--- config.mk ---
export PLATFORM = sky130hd
export DESIGN_NAME = sva_thread_sched
export DESIGN_NICKNAME = d
export VERILOG_FILES = /design/src/rtl/sva_thread_sched.sv
export SDC_FILE = /design/constraint.sdc
export NUM_CORES = 1
export LEC_CHECK = 0
export BUFFER_PORTS_ARGS = -buffer_cell sky130_fd_sc_hd__buf_4
export CORE_MARGIN = 1.5
export CORE_UTILIZATION = 59
export DETAILED_ROUTE_END_ITERATION = 8
export PLACE_DENSITY = 0.84
export SETUP_SLACK_MARGIN = 0.3
export SYNTH_ARGS = -nofsm -noshare
export SYNTH_HDL_FRONTEND = slang
export SYNTH_SLANG_ARGS = --single-unit
--- constraint.sdc ---
create_clock -name sys_clk -period 2.7 [get_ports sys_clk]
set_input_delay 0.135 -clock sys_clk [delete_from_list [all_inputs] [get_ports sys_clk]]
set_output_delay 0.135 -clock sys_clk [all_outputs]
set_load 0.02 [all_outputs]
--- src/rtl/sva_thread_sched.sv ---
// Thread-pool scheduler: each tick steps every live thread through one shared evaluator, launches a fresh attempt, compacts survivors.
// Requests hold stable until ev_ready; round_done follows the fresh attempt's response by two cycles; ticks seen while busy are dropped.
module sva_thread_sched #(
  parameter int          SLOTS       = 4,
  parameter int          STATE_W     = 4,
  parameter int          TIMER_W     = 8,
  parameter int unsigned START_STATE = 0
) (
  input  logic                       sys_clk,
  input  logic                       sys_rst,
  input  logic                       tick,
  output logic                       ev_valid,
  input  logic                       ev_ready,
  output logic [STATE_W-1:0]         ev_state,
  output logic [TIMER_W-1:0]         ev_start,
  input  logic                       rsp_valid,
  input  logic                       rsp_active,
  input  logic [STATE_W-1:0]         rsp_state,
  output logic                       busy,
  output logic                       round_done,
  output logic [$clog2(SLOTS+1)-1:0] live_cnt,
  output logic                       overflow,
  output logic                       ovf_sticky,
  output logic                       missed_tick,
  output logic [TIMER_W-1:0]         period
);

  localparam int CW = $clog2(SLOTS + 1);
  localparam int IW = (SLOTS > 1) ? $clog2(SLOTS) : 1;

  typedef enum logic [2:0] {IDLE, REQ, WAIT, NREQ, NWAIT, DONE} state_t;

  state_t               state_q;
  logic [STATE_W-1:0]   slot_st_q [SLOTS];
  logic [TIMER_W-1:0]   slot_sp_q [SLOTS];
  logic [CW-1:0]        n_q, rd_q, wr_q, live_q;
  logic [TIMER_W-1:0]   stamp_q, period_q;
  logic                 ev_valid_q, busy_q, done_q, ovf_q, ovf_sticky_q, missed_q;
  logic [STATE_W-1:0]   ev_state_q;
  logic [TIMER_W-1:0]   ev_start_q;

  logic [CW-1:0]        rd_d;
  logic                 rsp_take, room, surv, drop;
  logic [TIMER_W-1:0]   wr_sp_d;

  assign rd_d     = rd_q + CW'(1);
  assign rsp_take = rsp_valid && (state_q == WAIT || state_q == NWAIT);
  assign room     = (wr_q != CW'(SLOTS));
  assign surv     = rsp_take && rsp_active && room;
  assign drop     = rsp_take && rsp_active && !room;
  // A stepped thread keeps its original stamp; the fresh attempt takes the round's stamp.
  assign wr_sp_d  = (state_q == WAIT) ? slot_sp_q[rd_q[IW-1:0]] : stamp_q;

  always_ff @(posedge sys_clk) begin
    if (sys_rst) begin
      state_q      <= IDLE;
      n_q          <= '0;
      rd_q         <= '0;
      wr_q         <= '0;
      live_q       <= '0;
      stamp_q      <= '0;
      period_q     <= '0;
      ev_valid_q   <= 1'b0;
      ev_state_q   <= '0;
      ev_start_q   <= '0;
      busy_q       <= 1'b0;
      done_q       <= 1'b0;
      ovf_q        <= 1'b0;
      ovf_sticky_q <= 1'b0;
      missed_q     <= 1'b0;
    end else begin
      done_q   <= 1'b0;
      ovf_q    <= drop;
      missed_q <= tick && (state_q != IDLE);
      if (drop) ovf_sticky_q <= 1'b1;
      if (tick) period_q <= period_q + TIMER_W'(1);
      if (surv) begin
        slot_st_q[wr_q[IW-1:0]] <= rsp_state;
        slot_sp_q[wr_q[IW-1:0]] <= wr_sp_d;
        wr_q                    <= wr_q + CW'(1);
      end
      case (state_q)
        IDLE: if (tick) begin
          n_q        <= live_q;
          rd_q       <= '0;
          wr_q       <= '0;
          stamp_q    <= period_q;
          busy_q     <= 1'b1;
          ev_valid_q <= 1'b1;
          if (live_q != '0) begin
            state_q    <= REQ;
            ev_state_q <= slot_st_q[0];
            ev_start_q <= slot_sp_q[0];
          end else begin
            state_q    <= NREQ;
            ev_state_q <= STATE_W'(START_STATE);
            ev_start_q <= period_q;
          end
        end
        REQ, NREQ: if (ev_ready) begin
          ev_valid_q <= 1'b0;
          ev_state_q <= '0;
          ev_start_q <= '0;
          state_q    <= (state_q == REQ) ? WAIT : NWAIT;
        end
        WAIT: if (rsp_valid) begin
          rd_q       <= rd_d;
          ev_valid_q <= 1'b1;
          // Next unread slot is strictly above wr_q, so this read never sees a same-cycle write.
          if (rd_d < n_q) begin
            state_q    <= REQ;
            ev_state_q <= slot_st_q[rd_d[IW-1:0]];
            ev_start_q <= slot_sp_q[rd_d[IW-1:0]];
          end else begin
            state_q    <= NREQ;
            ev_state_q <= STATE_W'(START_STATE);
            ev_start_q <= stamp_q;
          end
        end
        NWAIT: if (rsp_valid) state_q <= DONE;
        DONE: begin
          live_q  <= wr_q;
          done_q  <= 1'b1;
          busy_q  <= 1'b0;
          state_q <= IDLE;
        end
        default: state_q <= IDLE;
      endcase
    end
  end

  assign ev_valid    = ev_valid_q;
  assign ev_state    = ev_state_q;
  assign ev_start    = ev_start_q;
  assign busy        = busy_q;
  assign round_done  = done_q;
  assign live_cnt    = live_q;
  assign overflow    = ovf_q;
  assign ovf_sticky  = ovf_sticky_q;
  assign missed_tick = missed_q;
  assign period      = period_q;

endmodule

==> flow_results.xml, run 1 <==
<?xml version="1.0" encoding="UTF-8"?>
<metrics>
  <group name="timing">
    <metric name="grt_setup_unrepaired" unit="">false</metric>
    <metric name="timing.final.hold_violations" unit="">0</metric>
    <metric name="highest_clock_frequency_the_design_can_meet" unit="GHz">0.477</metric>
    <metric name="finalCriticalPeriod" unit="ns">2.10</metric>
    <metric name="timing.final.ws_setup" unit="ns">0.603</metric>
    <metric name="report.final.setup_viol" unit="">0</metric>
    <metric name="fin_crit_sh" unit="">0.777</metric>
    <metric name="maxSlewViolCount" unit="">0</metric>
    <metric name="slew-limit-headroom" unit="">0.401</metric>
    <metric name="totalNegativeSetupSlack" unit="ns">0</metric>
    <metric name="transition_time_at_the_pin_with_the_least_slew_margin" unit="ns">0.894</metric>
    <metric name="clock_skew" unit="ns">0.00908</metric>
  </group>
  <group name="routing">
    <metric name="vias" unit="">3077</metric>
    <metric name="totalWireLength" unit="um">9580</metric>
    <metric name="drt-vias-per-instance" unit="">6.13</metric>
    <metric name="drcViolationCount" unit="">0</metric>
    <metric name="ant_nets" unit="">0</metric>
    <metric name="initialDrtViolationCount" unit="">269</metric>
    <metric name="post_drt_wl_per_cell" unit="um">19.1</metric>
    <metric name="first_pass_iters" unit="">6</metric>
  </group>
  <group name="logic_synthesis">
    <metric name="yosysTopAreaCellShare" unit="">0.319</metric>
    <metric name="synth.net_count" unit="">378</metric>
    <metric name="ys_warn_count" unit="">0</metric>
    <metric name="ys_seq_elements" unit="">99</metric>
    <metric name="edff_count_synth" unit="">48</metric>
    <metric name="synth_seq_area_share" unit="">0.545</metric>
    <metric name="fraction_of_registers_with_async_set_or_reset_after_synthesis" unit="">0</metric>
    <metric name="post_synthesis_area_per_instance" unit="um^2">12.5</metric>
    <metric name="synth.cell_area" unit="um^2">4520</metric>
    <metric name="cell_types_with_the_largest_area_share_after_synthesis" unit="">sky130_fd_sc_hd__edfxtp_1 (32%), sky130_fd_sc_hd__dfxtp_1 (23%), sky130_fd_sc_hd__mux4_2 (8.0%)</metric>
    <metric name="post-synth-top-area-cell" unit="">sky130_fd_sc_hd__edfxtp_1</metric>
    <metric name="primary_ff_master_synth" unit="">sky130_fd_sc_hd__dfxtp_1</metric>
    <metric name="yosys-top-cells-count" unit="">sky130_fd_sc_hd__dfxtp_1 (51), sky130_fd_sc_hd__edfxtp_1 (48), sky130_fd_sc_hd__nand2_1 (40)</metric>
    <metric name="yosysMostFrequentCell" unit="">sky130_fd_sc_hd__dfxtp_1</metric>
    <metric name="netlist_instances" unit="">360</metric>
    <metric name="synthDistinctLibCells" unit="">53</metric>
  </group>
  <group name="grt">
    <metric name="grt.total_usage" unit="">0.250</metric>
    <metric name="overflow" unit="">0</metric>
    <metric name="grt_first_pass_wirelength" unit="um">15500</metric>
    <metric name="initial_antenna_violation_count" unit="">0</metric>
    <metric name="grt_start_max_net_pins" unit="">39</metric>
    <metric name="grt_pass1_vias" unit="">3014</metric>
  </group>
  <group name="critical_path">
    <metric name="critical_path_arrival" unit="ns">2.39</metric>
    <metric name="timing.critical_path.to_type" unit="">flip-flop</metric>
    <metric name="critical_path_class" unit="">reg -&gt; reg</metric>
    <metric name="critPathLaunchType" unit="">flip-flop</metric>
    <metric name="ff2ff_path_depth" unit="">9</metric>
    <metric name="worstPathMaxFanout" unit="">10</metric>
    <metric name="timing.critical_path.required" unit="ns">3.00</metric>
  </group>
  <group name="final_layout">
    <metric name="layout-drive-gt1-share" unit="">0.268</metric>
    <metric name="final_core_util" unit="">0.693</metric>
    <metric name="seq_area" unit="um^2">2460</metric>
    <metric name="n_fill_cell" unit="">514</metric>
    <metric name="final_net_count" unit="">416</metric>
    <metric name="area_growth_syn_to_layout" unit="%">12.5</metric>
    <metric name="diodes" unit="">0</metric>
    <metric name="multiInputGateArea" unit="um^2">1890</metric>
  </group>
  <group name="cts">
    <metric name="cts_setup_buffers" unit="">0</metric>
    <metric name="tritoncts" unit="">built</metric>
    <metric name="clkSlewWorstSetupHoldPaths" unit="ns">0.10</metric>
    <metric name="cts.sink_count" unit="">99</metric>
    <metric name="clock_latency_on_the_worst_skew_pair" unit="ns">0.37</metric>
    <metric name="ctsHtreeMaxLevel" unit="">3</metric>
    <metric name="cts.path.max_buffers" unit="">2</metric>
    <metric name="clockRootBuffer" unit="">sky130_fd_sc_hd__clkbuf_8</metric>
    <metric name="tritoncts.num_buffers" unit="">9</metric>
  </group>
  <group name="power">
    <metric name="leakage" unit="nW">1.85</metric>
    <metric name="power_density" unit="nW/um^2">658</metric>
    <metric name="worst_ir_drop_vdd" unit="mV">0.323</metric>
  </group>
  <group name="placed_design">
    <metric name="gpl.final_weighted_congestion" unit="">0.867</metric>
    <metric name="detailed_place_hpwl" unit="um">6430</metric>
    <metric name="portBuffers" unit="">38</metric>
    <metric name="detailedPlace.worstSlack" unit="ns">0.520</metric>
  </group>
  <group name="job">
    <metric name="timing.max_cap.violations" unit="">0</metric>
  </group>
  <group name="die">
    <metric name="fp.dieW" unit="um">90.5</metric>
    <metric name="initial_core_util" unit="">0.616</metric>
    <metric name="dieArea" unit="um^2">8190</metric>
    <metric name="number_of_core_rows" unit="">31</metric>
    <metric name="io_pins" unit="">39</metric>
    <metric name="core_region_area" unit="um^2">7330</metric>
    <metric name="die_h" unit="um">90.5</metric>
  </group>
  <group name="hold_path">
    <metric name="timing.hold.worst_path_depth" unit="">2</metric>
    <metric name="hp-class" unit="">in -&gt; reg</metric>
  </group>
  <group name="outcome">
    <metric name="status" unit="">finished clean</metric>
  </group>
</metrics>
placed cells by master, fill, tap and decap left out, drive strengths merged, types with 7 or more instances in the layout:
| cell | n |
|---|---|
| nor2 | 27 |
| mux4 | 20 |
| ha | 8 |
| nand2 | 40 |
| a32oi | 7 |
| and3 | 7 |
| edfxtp | 48 |
| inv | 7 |
| mux2 | 16 |
| clkbuf | 10 |
| dfxtp | 51 |
| o21ai | 17 |
| buf | 47 |
| xor2 | 7 |
| a21oi | 26 |
critical path: stages, from the launching register on:
cell,delay [ns]
sky130_fd_sc_hd__dfxtp_1,0.32
sky130_fd_sc_hd__ha_1,0.22
sky130_fd_sc_hd__xor2_1,0.15
sky130_fd_sc_hd__ha_1,0.29
sky130_fd_sc_hd__a21oi_1,0.24
sky130_fd_sc_hd__o21ai_4,0.17
sky130_fd_sc_hd__nor2_4,0.24
sky130_fd_sc_hd__buf_4,0.18
sky130_fd_sc_hd__nand2_1,0.05
sky130_fd_sc_hd__a31oi_1,0.17
registers in the layout, summed over array words and instances (netlist names), named ones only:
register     cells
overflow         1
live_cnt         3
n_q              3
slot_st_q       16
period           8
state_q          3
ev_state         4
ovf_sticky       1
ev_start         8
missed_tick      1
ev_valid         1
busy             1
slot_sp_q       32
round_done       1
wr_q             3
rd_q             3
stamp_q          8
final timing paths:
check | start | endpoint | slack, ns
setup / recovery | rd_q[0]$_SDFFE_PP0N_ | ev_start[4]$_SDFFE_PP0P_ | 0.60
hold / removal | tick | missed_tick$_SDFF_PP0_ | 0.08
setup reg to reg | rd_q[0]$_SDFFE_PP0N_ | ev_start[4]$_SDFFE_PP0P_ | 0.60
hold reg to reg | n_q[2]$_SDFFE_PP0P_ | n_q[2]$_SDFFE_PP0P_ | 0.47
final cells by class:
class | count | share of cell area
Sequential cell | 99 | 0.484
Multi-Input combinational cell | 231 | 0.371
Timing Repair Buffer | 51 | 0.0773
Clock buffer | 10 | 0.0251
Tap cell | 99 | 0.0244
Clock inverter | 6 | 0.0130
Inverter | 6 | 0.00443
kinds of logic after synthesis:
logic type | share of synthesized area
and+or+nand+nor | 0.119
xor gates and xnor gates | 0.0175
adders and majority gates | 0.0222
DFF | 0.545
buffers and inverters | 0.0382
muxes | 0.161
AOI/OAI and AO/OA | 0.0972
layer usage:
layer / share of wire / up-vias / GRT usage
met5: 0 / - / 0
met4: 0.022 / 0 / 0.116
met2: 0.49 / 106 / 0.405
met3: 0.053 / 19 / 0.0362
li1: - / 1414 / -
met1: 0.43 / 1538 / 0.332
what timing repair did:
action	CTS	global route
setup endpoints to repair	0	6
gates resized for setup	0	1
hold endpoints to repair	16	0
hold buffers	4	0
power by group:
part           internal, W  total [W]  switching [W]  leakage, nW
Combinational     0.000283   0.000665       0.000382        0.905
Sequential         0.00166    0.00174      0.0000780        0.854
Clock             0.000430   0.000945       0.000515       0.0889
Total              0.00237    0.00334       0.000975         1.85
per-stage QoR:
stage	instances	instance area, um^2	hold WS [ns]	power, W
6_report	502	5080	0.0849	0.00334
4_1_cts	502	5080	0.0767	0.00334
3_5_place_dp	482	4840	0.341	0.00242
3_3_place_gp	482	4840	0.336	0.00240
5_1_grt	502	5080	0.0749	0.00347
2_1_floorplan	360	4520	0.234	0.00225
Power figures use the tool's default switching activity.
==> run 2, diff against run 1 <==
Settings changed: ABC_AREA from default to 1, CORE_UTILIZATION 59 to 60, PLACE_DENSITY 0.84 to 0.85.
Clock period 2.7 ns to 2.1 ns, I/O delays scaled along.
==> run 2 against run 1 <==
Effect of this change:
- first-iteration DRC count rose by 49%
- critical endpoint is now slot_sp_q[1][4]$_DFFE_PP_
- combinational power rose to 4.3 times the previous value
- clock power rose by 22%
- utilization rose by 3.6 points
- area after synthesis rose by 7.6%
- count of clock-buffer cells in the layout rose by 1
==> flow_results.xml, run 2 <==
<?xml version="1.0" encoding="UTF-8"?>
<metrics>
  <group name="final_layout">
    <metric name="final_cell_mix" unit="">sky130_fd_sc_hd__nand2_1 (158), sky130_fd_sc_hd__inv_1 (88), sky130_fd_sc_hd__buf_4 (59)</metric>
    <metric name="layout-drive-gt1-share" unit="">0.165</metric>
    <metric name="layout.cells.most_common" unit="">sky130_fd_sc_hd__nand2_1</metric>
    <metric name="final_core_util" unit="">0.729</metric>
    <metric name="n_fill_cell" unit="">576</metric>
    <metric name="seq_area" unit="um^2">2470</metric>
    <metric name="multiInputGateArea" unit="um^2">1980</metric>
    <metric name="area_growth_syn_to_layout" unit="%">16.5</metric>
    <metric name="diodes" unit="">0</metric>
    <metric name="largest_reg_flops" unit="">32</metric>
    <metric name="final_net_count" unit="">686</metric>
  </group>
  <group name="critical_path">
    <metric name="ff2ff_path_depth" unit="">7</metric>
    <metric name="worstPathMaxFanout" unit="">7</metric>
    <metric name="timing.rr.end" unit="">slot_sp_q[1][4]$_DFFE_PP_</metric>
    <metric name="worst_path_most_repeated_cell" unit="">sky130_fd_sc_hd__buf_4</metric>
    <metric name="critPathLaunchType" unit="">flip-flop</metric>
    <metric name="reg2reg_setup_slack" unit="ns">0.30</metric>
    <metric name="timing.critical_path.to_type" unit="">flip-flop</metric>
    <metric name="worstSetupPathDepth" unit="">7</metric>
    <metric name="critPathMaxStageDelay" unit="ns">0.37</metric>
    <metric name="crit-reg2reg-launch" unit="">state_q[0]$_SDFFE_PP0P_</metric>
    <metric name="critical_path_arrival" unit="ns">1.88</metric>
    <metric name="critical_path_class" unit="">reg -&gt; reg</metric>
    <metric name="timing.critical_path.required" unit="ns">2.18</metric>
    <metric name="critPathTopFamily" unit="">simple AND/OR/NAND/NOR gates</metric>
    <metric name="critical_path.n_buffers_inverters" unit="">3</metric>
    <metric name="crit_chain" unit="">inv_1, nand3_4, nand2_4, nand4_1, buf_4, nor2_4, buf_4</metric>
    <metric name="critical-path-slowest-cell" unit="">sky130_fd_sc_hd__dfxtp_1</metric>
  </group>
  <group name="die">
    <metric name="dieArea" unit="um^2">8650</metric>
    <metric name="io_pins" unit="">39</metric>
    <metric name="die_h" unit="um">93.0</metric>
    <metric name="fp.dieW" unit="um">93.0</metric>
    <metric name="initial_core_util" unit="">0.625</metric>
    <metric name="number_of_core_rows" unit="">32</metric>
    <metric name="core_region_area" unit="um^2">7770</metric>
  </group>
  <group name="outcome">
    <metric name="status" unit="">finished clean</metric>
  </group>
  <group name="logic_synthesis">
    <metric name="synthDistinctLibCells" unit="">31</metric>
    <metric name="post-synth-top-area-cell" unit="">sky130_fd_sc_hd__edfxtp_1</metric>
    <metric name="yosys-top-cells-count" unit="">sky130_fd_sc_hd__nand2_1 (161), sky130_fd_sc_hd__inv_1 (87), sky130_fd_sc_hd__nand3_1 (54)</metric>
    <metric name="primary_ff_master_synth" unit="">sky130_fd_sc_hd__dfxtp_1</metric>
    <metric name="cell_types_with_the_largest_area_share_after_synthesis" unit="">sky130_fd_sc_hd__edfxtp_1 (30%), sky130_fd_sc_hd__dfxtp_1 (21%), sky130_fd_sc_hd__nand2_1 (12%)</metric>
    <metric name="synth.cell_area" unit="um^2">4860</metric>
    <metric name="yosysTopAreaCellShare" unit="">0.297</metric>
    <metric name="synth_seq_area_share" unit="">0.507</metric>
    <metric name="netlist_instances" unit="">615</metric>
    <metric name="post_synthesis_area_per_instance" unit="um^2">7.90</metric>
    <metric name="yosysMostFrequentCell" unit="">sky130_fd_sc_hd__nand2_1</metric>
    <metric name="fraction_of_registers_with_async_set_or_reset_after_synthesis" unit="">0</metric>
    <metric name="ys_warn_count" unit="">0</metric>
    <metric name="edff_count_synth" unit="">48</metric>
    <metric name="synth.net_count" unit="">633</metric>
    <metric name="ys_seq_elements" unit="">99</metric>
  </group>
  <group name="cts">
    <metric name="tritoncts" unit="">built</metric>
    <metric name="clkSlewWorstSetupHoldPaths" unit="ns">0.10</metric>
    <metric name="ctsHtreeMaxLevel" unit="">3</metric>
    <metric name="clockRootBuffer" unit="">sky130_fd_sc_hd__clkbuf_8</metric>
    <metric name="clock_latency_on_the_worst_skew_pair" unit="ns">0.37</metric>
    <metric name="tritoncts.num_buffers" unit="">9</metric>
    <metric name="cts.path.max_buffers" unit="">2</metric>
    <metric name="cts.sink_count" unit="">99</metric>
  </group>
  <group name="power">
    <metric name="share_seq_of_total_power" unit="">0.392</metric>
    <metric name="power.combinational.fraction" unit="">0.433</metric>
    <metric name="total_power" unit="W">0.00658</metric>
    <metric name="total_switching_power" unit="W">0.00275</metric>
    <metric name="power_density" unit="nW/um^2">1160</metric>
    <metric name="share_of_total_power_in_the_clock_network" unit="">0.175</metric>
    <metric name="worst_ir_drop_vdd" unit="mV">0.811</metric>
    <metric name="cellInternalPower" unit="W">0.00383</metric>
    <metric name="leakage" unit="nW">2.56</metric>
    <metric name="netSwitchingFraction" unit="">0.418</metric>
  </group>
  <group name="timing">
    <metric name="grt_setup_unrepaired" unit="">true</metric>
    <metric name="transition_time_at_the_pin_with_the_least_slew_margin" unit="ns">0.603</metric>
    <metric name="fin_crit_sh" unit="">0.855</metric>
    <metric name="timing.final.hold_violations" unit="">0</metric>
    <metric name="report.final.setup_viol" unit="">0</metric>
    <metric name="highest_clock_frequency_the_design_can_meet" unit="GHz">0.557</metric>
    <metric name="finalCriticalPeriod" unit="ns">1.80</metric>
    <metric name="maxSlewViolCount" unit="">0</metric>
    <metric name="totalNegativeSetupSlack" unit="ns">0</metric>
    <metric name="slew-limit-headroom" unit="">0.598</metric>
    <metric name="clock_skew" unit="ns">0.0174</metric>
  </group>
  <group name="routing">
    <metric name="drcViolationCount" unit="">0</metric>
    <metric name="totalWireLength" unit="um">12200</metric>
    <metric name="first_pass_iters" unit="">5</metric>
    <metric name="initialDrtViolationCount" unit="">402</metric>
    <metric name="vias" unit="">4365</metric>
    <metric name="ant_nets" unit="">0</metric>
    <metric name="post_drt_wl_per_cell" unit="um">15.8</metric>
    <metric name="drt-vias-per-instance" unit="">5.64</metric>
  </group>
  <group name="hold_path">
    <metric name="worstHoldStart" unit="">sys_rst</metric>
    <metric name="hp-class" unit="">in -&gt; reg</metric>
    <metric name="timing.hold.worst_path_depth" unit="">2</metric>
    <metric name="hold_end" unit="">state_q[1]$_SDFFE_PP0P_</metric>
  </group>
  <group name="placed_design">
    <metric name="portBuffers" unit="">38</metric>
    <metric name="detailed_place_hpwl" unit="um">7920</metric>
    <metric name="gpl.final_weighted_congestion" unit="">0.945</metric>
  </group>
  <group name="grt">
    <metric name="grt_start_max_net_pins" unit="">36</metric>
    <metric name="grt.total_usage" unit="">0.281</metric>
    <metric name="overflow" unit="">0</metric>
    <metric name="grt_first_pass_wirelength" unit="um">18700</metric>
    <metric name="grt_pass1_vias" unit="">4071</metric>
    <metric name="initial_antenna_violation_count" unit="">0</metric>
  </group>
  <group name="job">
    <metric name="timing.max_cap.violations" unit="">0</metric>
  </group>
</metrics>
run 2: changes by cell type after synthesis, sizes merged, moves of 7 or more:
cell / previous run / this run
a21oi: 26 / 43
a32oi: 7 / 0
and3: 7 / 0
inv: 6 / 89
mux2: 16 / 0
mux4: 20 / 0
nand2: 40 / 165
nand3: 0 / 57
nor2: 27 / 50
o21ai: 17 / 53
run 2: final cells by class:
class                      instances  area share
clock buffer                      11      0.0272
clock inverter                     4     0.00398
inverter                          90      0.0597
multi-input combinational        399       0.349
sequential                        99       0.436
tap                              102      0.0225
timing repair buffer              69       0.101
run 2: what timing repair did:
item,CTS,global route
pin swaps,2,11
endpoints found under the hold margin,17,0
gates resized for setup,4,20
setup endpoints to repair,60,62
hold buffers,5,0
buffers inserted,2,5
gates cloned,0,3
run 2: logic make-up after synthesis:
kind of cell | Yosys count | share of synthesized area
AO/OA/AOI/OAI | 98 | 0.104
adder cells (fa/ha/maj) | 8 | 0.0206
flip-flops | 99 | 0.507
buffers and inverters | 118 | 0.102
XOR/XNOR | 2 | 0.00361
AND/OR/NAND/NOR | 290 | 0.264
run 2: through the flow:
step / worst slack, ns / instances / hold WS, ns / area (um^2)
floorplan: 0.205 / 615 / 0.181 / 4860
global placement: 0.243 / 744 / 0.304 / 5240
detailed placement: 0.0929 / 744 / 0.309 / 5240
CTS: 0.293 / 766 / 0.0173 / 5510
global route: 0.244 / 774 / 0.0138 / 5660
finish: 0.304 / 774 / 0.0278 / 5660
run 2: how the worst max path moves through the flow:
stage,from,end,slack [ns]
2_1_floorplan,wr_q[0]$_SDFF_PP0_,slot_sp_q[1][0]$_DFFE_PP_,0.21
3_3_place_gp,rd_q[0]$_SDFFE_PP0N_,ev_start[7]$_SDFFE_PP0P_,0.24
3_5_place_dp,rd_q[0]$_SDFFE_PP0N_,ev_start[7]$_SDFFE_PP0P_,0.09
4_1_cts,rd_q[0]$_SDFFE_PP0N_,ev_start[7]$_SDFFE_PP0P_,0.29
5_1_grt,state_q[0]$_SDFFE_PP0P_,slot_sp_q[1][5]$_DFFE_PP_,0.24
6_report,state_q[0]$_SDFFE_PP0P_,slot_sp_q[1][4]$_DFFE_PP_,0.30
run 2: power groups by stage:
stage	clock network, W	logic (W)	registers (W)
floorplan	0	0.00183	0.00271
global placement	0	0.00248	0.00260
detailed placement	0	0.00258	0.00261
CTS	0.00115	0.00267	0.00257
global route	0.00123	0.00313	0.00260
finish	0.00115	0.00285	0.00258
run 2: metal layers:
layer,global-route usage,up-vias,share of wire,wire length [um]
li1,-,2089,-,-
met1,0.351,2045,0.42,5100
met2,0.474,195,0.49,5970
met3,0.0415,36,0.064,783
met4,0.143,0,0.030,368
met5,0,-,0,0
